**src/rtl/wb_stage.sv**
```systemverilog
// wb_stage: RV32I writeback stage driving the register-file write port.
// Optional load timeout with load_err pulse when WB_LOAD_TIMEOUT_EN is defined.
module wb_stage #(
    parameter int TIMEOUT_CYCLES = 16
) (
    input  logic        clk,
    input  logic        rst,
    input  logic        in_valid,
    output logic        in_ready,
    input  logic        flush,
    input  logic [4:0]  in_rd,
    input  logic        in_reg_write,
    input  logic [1:0]  in_wb_sel,
    input  logic [31:0] in_alu_result,
    input  logic [31:0] in_pc_plus4,
    input  logic [2:0]  in_funct3,
    input  logic        dmem_rvalid,
    input  logic [31:0] dmem_rdata,
    output logic [4:0]  wb_rd,
    output logic [31:0] wb_data,
    output logic        wb_we
`ifdef WB_LOAD_TIMEOUT_EN
    ,
    output logic        load_err
`endif
);
    typedef enum logic {IDLE, LOAD_WAIT} state_t;
    state_t      state;
    logic [4:0]  rd_q;
    logic        reg_write_q;
    logic [2:0]  funct3_q;
    logic [1:0]  off_q;
    logic [7:0]  byte_v;
    logic [15:0] half_v;
    logic [31:0] load_data;
    logic        accept;
    assign in_ready = (state == IDLE);
    assign accept   = in_valid && !flush;
    assign byte_v   = dmem_rdata[{off_q, 3'b000} +: 8];
    assign half_v   = off_q[1] ? dmem_rdata[31:16] : dmem_rdata[15:0];
    // Unused funct3 encodings fall through to a full-word load.
    assign load_data = funct3_q == 3'b000 ? {{24{byte_v[7]}}, byte_v} :
                       funct3_q == 3'b100 ? {24'b0, byte_v} :
                       funct3_q == 3'b001 ? {{16{half_v[15]}}, half_v} :
                       funct3_q == 3'b101 ? {16'b0, half_v} : dmem_rdata;
`ifdef WB_LOAD_TIMEOUT_EN
    localparam int CW = $clog2(TIMEOUT_CYCLES + 1);
    logic [CW-1:0] cnt;
`endif
    always_ff @(posedge clk or posedge rst) begin
        if (rst) begin
            state       <= IDLE;
            wb_rd       <= '0;
            wb_data     <= '0;
            wb_we       <= 1'b0;
            rd_q        <= '0;
            reg_write_q <= 1'b0;
            funct3_q    <= '0;
            off_q       <= '0;
`ifdef WB_LOAD_TIMEOUT_EN
            load_err    <= 1'b0;
            cnt         <= '0;
`endif
        end else begin
            wb_we <= 1'b0;
`ifdef WB_LOAD_TIMEOUT_EN
            load_err <= 1'b0;
`endif
            if (state == IDLE) begin
                if (accept && in_wb_sel == 2'b01) begin
                    rd_q        <= in_rd;
                    reg_write_q <= in_reg_write;
                    funct3_q    <= in_funct3;
                    off_q       <= in_alu_result[1:0];
                    state       <= LOAD_WAIT;
`ifdef WB_LOAD_TIMEOUT_EN
                    cnt         <= '0;
`endif
                end else if (accept && in_reg_write && in_rd != 5'd0) begin
                    wb_rd   <= in_rd;
                    wb_data <= in_wb_sel == 2'b10 ? in_pc_plus4 : in_alu_result;
                    wb_we   <= 1'b1;
                end
            end else if (dmem_rvalid) begin
                if (reg_write_q && rd_q != 5'd0) begin
                    wb_rd   <= rd_q;
                    wb_data <= load_data;
                    wb_we   <= 1'b1;
                end
                state <= IDLE;
`ifdef WB_LOAD_TIMEOUT_EN
            end else if (cnt == CW'(TIMEOUT_CYCLES)) begin
                load_err <= 1'b1;
                state    <= IDLE;
            end else begin
                cnt <= cnt + 1'b1;
`endif
            end
        end
    end
endmodule

```
**config.mk**
```make
export PLATFORM = sky130hd
export DESIGN_NAME = wb_stage
export DESIGN_NICKNAME = d
export VERILOG_FILES = /design/src/rtl/wb_stage.sv
export SDC_FILE = /design/constraint.sdc
export NUM_CORES = 1
export LEC_CHECK = 0
export BUFFER_PORTS_ARGS = -buffer_cell sky130_fd_sc_hd__buf_2
export CAP_MARGIN = 20
export CELL_PAD_IN_SITES_DETAIL_PLACEMENT = 1
export CELL_PAD_IN_SITES_GLOBAL_PLACEMENT = 2
export CORE_MARGIN = 5
export CORE_UTILIZATION = 28
export DETAILED_ROUTE_END_ITERATION = 10
export GPL_TIMING_DRIVEN = 0
export PLACE_DENSITY_LB_ADDON = 0.12
export SYNTH_ARGS = -nofsm -noshare
export SYNTH_HDL_FRONTEND = slang
export SYNTH_SLANG_ARGS = --single-unit
```
**constraint.sdc**
```tcl
create_clock -name clk -period 2.3 [get_ports clk]
set_input_delay 0.69 -clock clk [delete_from_list [all_inputs] [get_ports clk]]
set_output_delay 0.69 -clock clk [all_outputs]
set_load 0.1 [all_outputs]
```
==> impl_metrics.py <==
metrics = {
    "floorplanning": {
        "num_rows": 40,
        "start_util_pct": 28.4,
        "dieArea_um2": 14400,
        "die_h_um": 120,
        "die_width_um": 120,
        "num_io_pins": 151,
        "coreArea_um2": 11900,
    },
    "cells_and_area": {
        "num_antenna_cells": 0,
        "drive_above_1_share_pct": 47.5,
        "syn_to_final_growth_pct": 34.0,
        "fillers": 1405,
        "layoutNonFillerInstCount": 631,
        "nets": 596,
    },
    "detailed_routing": {
        "wl_um": 13400,
        "route.vias.total": 3312,
        "drt_pass1_iterations": 4,
        "drc": 0,
        "viasPerCell": 5.25,
        "drtAntennaViolNets": 0,
        "wire_per_inst_um": 21.2,
        "dr.first_iter.drc_count": 166,
    },
    "timing": {
        "setup_viol": 0,
        "worstMarginPinSlew_ns": 0.643,
        "whs_ns": 0.388,
        "relSlewSlack_pct": 57.1,
        "max_freq_ghz": 0.448,
        "hold_violations": 0,
        "worst_slack_ns": 0.0694,
        "slew_violations": 0,
        "fin_skew_ns": 0.00505,
        "rsz0062_at_grt": "no",
        "final.period_utilization_pct": 97.0,
        "min_period_ns": 2.23,
        "setup_tns_ns": 0,
    },
    "clock_network": {
        "cts.sinks": 50,
        "cts-root-buf": "clkbuf_16",
        "cts_buffer_depth": 2,
        "cts_buffers": 5,
        "clk_pin_slew_ns": 0.07,
        "cts_tree": "built",
        "clk_latency_ns": 0.29,
        "htree_levels": 2,
    },
    "power": {
        "vdd_drop_max_v": 0.000573,
        "design_power_total_w": 0.00555,
        "p_leak_nw": 2.15,
        "power_density_nw_per_um2": 1220,
    },
    "worst_setup_path": {
        "worst_setup_path_end_kind": "primary output",
        "critPathArrivalTime_ns": 1.54,
        "ff2ff_path_depth": 5,
        "worstSetupPathType": "reg2out",
        "slowest_stage": "dfrtp_1",
        "startpoint_type": "flip-flop",
        "critPathMostFrequentCell": "buf_4",
        "crit_chain": "clkbuf_4 -> clkinvlp_4 -> buf_4 -> buf_4",
        "r2r_end": "wb_data[31]",
        "crit_path_max_fanout": 10,
        "r2r_start": "off_q[0]",
        "cp_slowest_stage_delay_ns": 0.36,
        "cp.required_ns": 1.61,
        "r2r_setup_slack_ns": 0.11,
    },
    "job": {
        "maxCapViolations": 0,
    },
    "yosys": {
        "ys_warn_count": 0,
        "syn_inst": 324,
        "synth_nets": 436,
        "seq_area_frac_synth_pct": 37.0,
        "synth-edff-count": 0,
        "avgSynthCellArea_um2": 10.4,
        "netlist_area_um2": 3380,
        "synth_ff_type": "dfrtp_1",
        "ys_ff_latch": 50,
        "synth.distinct_cells": 43,
        "async_reset_ff_share_pct": 100,
    },
    "global_route": {
        "grt_busiest_layer": "met2",
        "grt_pass1_wl_um": 20600,
        "antenna_found_initial": 0,
        "gr-usage-met1_pct": 24.6,
        "grt_max_degree": 35,
        "grt_pass1_vias": 3628,
        "grtUsageTotal_pct": 18.3,
        "met2_usage_pct": 30.9,
        "overflow": 0,
        "grt_use_met3_pct": 3.35,
    },
    "status": {
        "outcome": "complete, no violations",
    },
    "placed_design": {
        "placed_cells": 622,
        "portBuffers": 150,
        "place_congestion": 0.793,
        "dpl.hpwl_um": 10700,
        "pre_cts_slack_ns": -0.232,
    },
    "hold_path": {
        "hold_class": "in2async",
    },
}
power breakdown:
group | switching [W] | internal, W | leakage [nW]
Combinational | 0.00257 | 0.000742 | 1.46
Sequential | 0.000172 | 0.00117 | 0.600
Clock | 0.000345 | 0.000538 | 0.0829
cells in the mapped netlist (2+ instances only):
cell type | number | area, um^2
dfrtp_1 | 50 | 1250
mux2_2 | 34 | 383
mux2i_1 | 28 | 280
a21oi_1 | 25 | 125
a32oi_1 | 19 | 166
clkbuf_1 | 18 | 67.6
a32o_1 | 17 | 170
o21ai_0 | 15 | 75.1
nor2_1 | 13 | 48.8
inv_1 | 12 | 45.0
nand2_1 | 12 | 45.0
buf_2 | 10 | 50.1
mux2_4 | 8 | 120
o221ai_1 | 7 | 61.3
o32a_1 | 6 | 60.1
nand2b_1 | 5 | 31.3
o21a_1 | 5 | 37.5
nor2b_1 | 4 | 25.0
buf_6 | 3 | 33.8
or2_2 | 3 | 18.8
a211oi_1 | 2 | 15.0
a221oi_1 | 2 | 17.5
and3b_1 | 2 | 17.5
nor3b_1 | 2 | 15.0
o211ai_2 | 2 | 25.0
o22ai_1 | 2 | 12.5
or4_1 | 2 | 15.0
worst max path at each step:
stage,from,endpoint,cells after the start
floorplan,in_rd[0],wb_data[0],6
global placement,rst,wb_data[27],2
detailed placement,in_rd[0],wb_rd[4],7
CTS,state,in_ready,4
global route,off_q[0],wb_data[31],5
finish,state,in_ready,4
state kept, by name (all words and copies together), names as in the netlist:
name / count
funct3_q: 3
off_q: 2
rd_q: 5
reg_write_q: 1
state: 1
wb_data: 32
wb_rd: 5
wb_we: 1
area by class of cell:
| cell class | instances | area, um^2 | area share, % |
|---|---|---|---|
| clock inverter | 1 | 30.0 | 0.663 |
| inverter | 13 | 52.6 | 1.16 |
| buffer | 31 | 156 | 3.45 |
| sequential | 50 | 1250 | 27.6 |
| multi-input combinational | 230 | 1930 | 42.6 |
| clock buffer | 6 | 139 | 3.07 |
| tap | 147 | 184 | 4.06 |
| timing repair buffer | 153 | 788 | 17.4 |
logic make-up (layout without fill, tap and decap cells):
kind of cell	Yosys count	count (layout)	share of synthesized area [%]
flip-flops	50	50	37.0
buffers and inverters	44	204	5.92
AND/OR/NAND/NOR	50	50	8.22
AO/OA/AOI/OAI	109	109	25.0
multiplexers	71	71	23.8
metal layers:
metal / vias to the layer above / part of all wire, %
met5: - / 0
met4: 0 / 1.1
li1: 1572 / -
met1: 1628 / 46
met3: 10 / 5.5
met2: 102 / 47
placed cells by master (no fill, tap or decap), types with 2 or more instances in the layout:
cell type and count:
inv_2 2, nand2b_1 5, a32o_1 17, o32a_1 6, mux2i_1 28, clkbuf_16 5, nand2_1 12, mux2_2 34
o221ai_1 7, buf_6 3, clkbuf_1 18, mux2_4 8, o21ai_0 15, a221oi_1 2, buf_2 157, and3b_1 2
buf_4 4, o211ai_2 2, dfrtp_1 50, nor2_1 13, o21a_1 5, or2_2 3, inv_1 10, a211oi_1 2
or4_1 2, nor2b_1 4, o22ai_1 2, a32oi_1 19, a21oi_1 25, nor3b_1 2
through the flow:
step | utilization, % | cell area, um^2
2_1_floorplan | - | 3380
3_3_place_gp | 36.2 | 4310
3_5_place_dp | 36.4 | 4330
4_1_cts | 38.0 | 4530
5_1_grt | 38.0 | 4530
6_report | 38.0 | 4530
critical path: cells and delay by family (launching register included):
| kind | cells | cell delay (ns) |
|---|---|---|
| DFF | 1 | 0.36 |
| buffers and inverters | 4 | 0.89 |
timing repair:
action                                  CTS  global route
gates cloned                              0             0
endpoints found under the setup margin    1            12
setup buffers                             2             0
gates resized for setup                   3             1
pin swaps                                 0             0
hold buffers                              0             0
No activity file was read; power rests on OpenSTA's default activity.
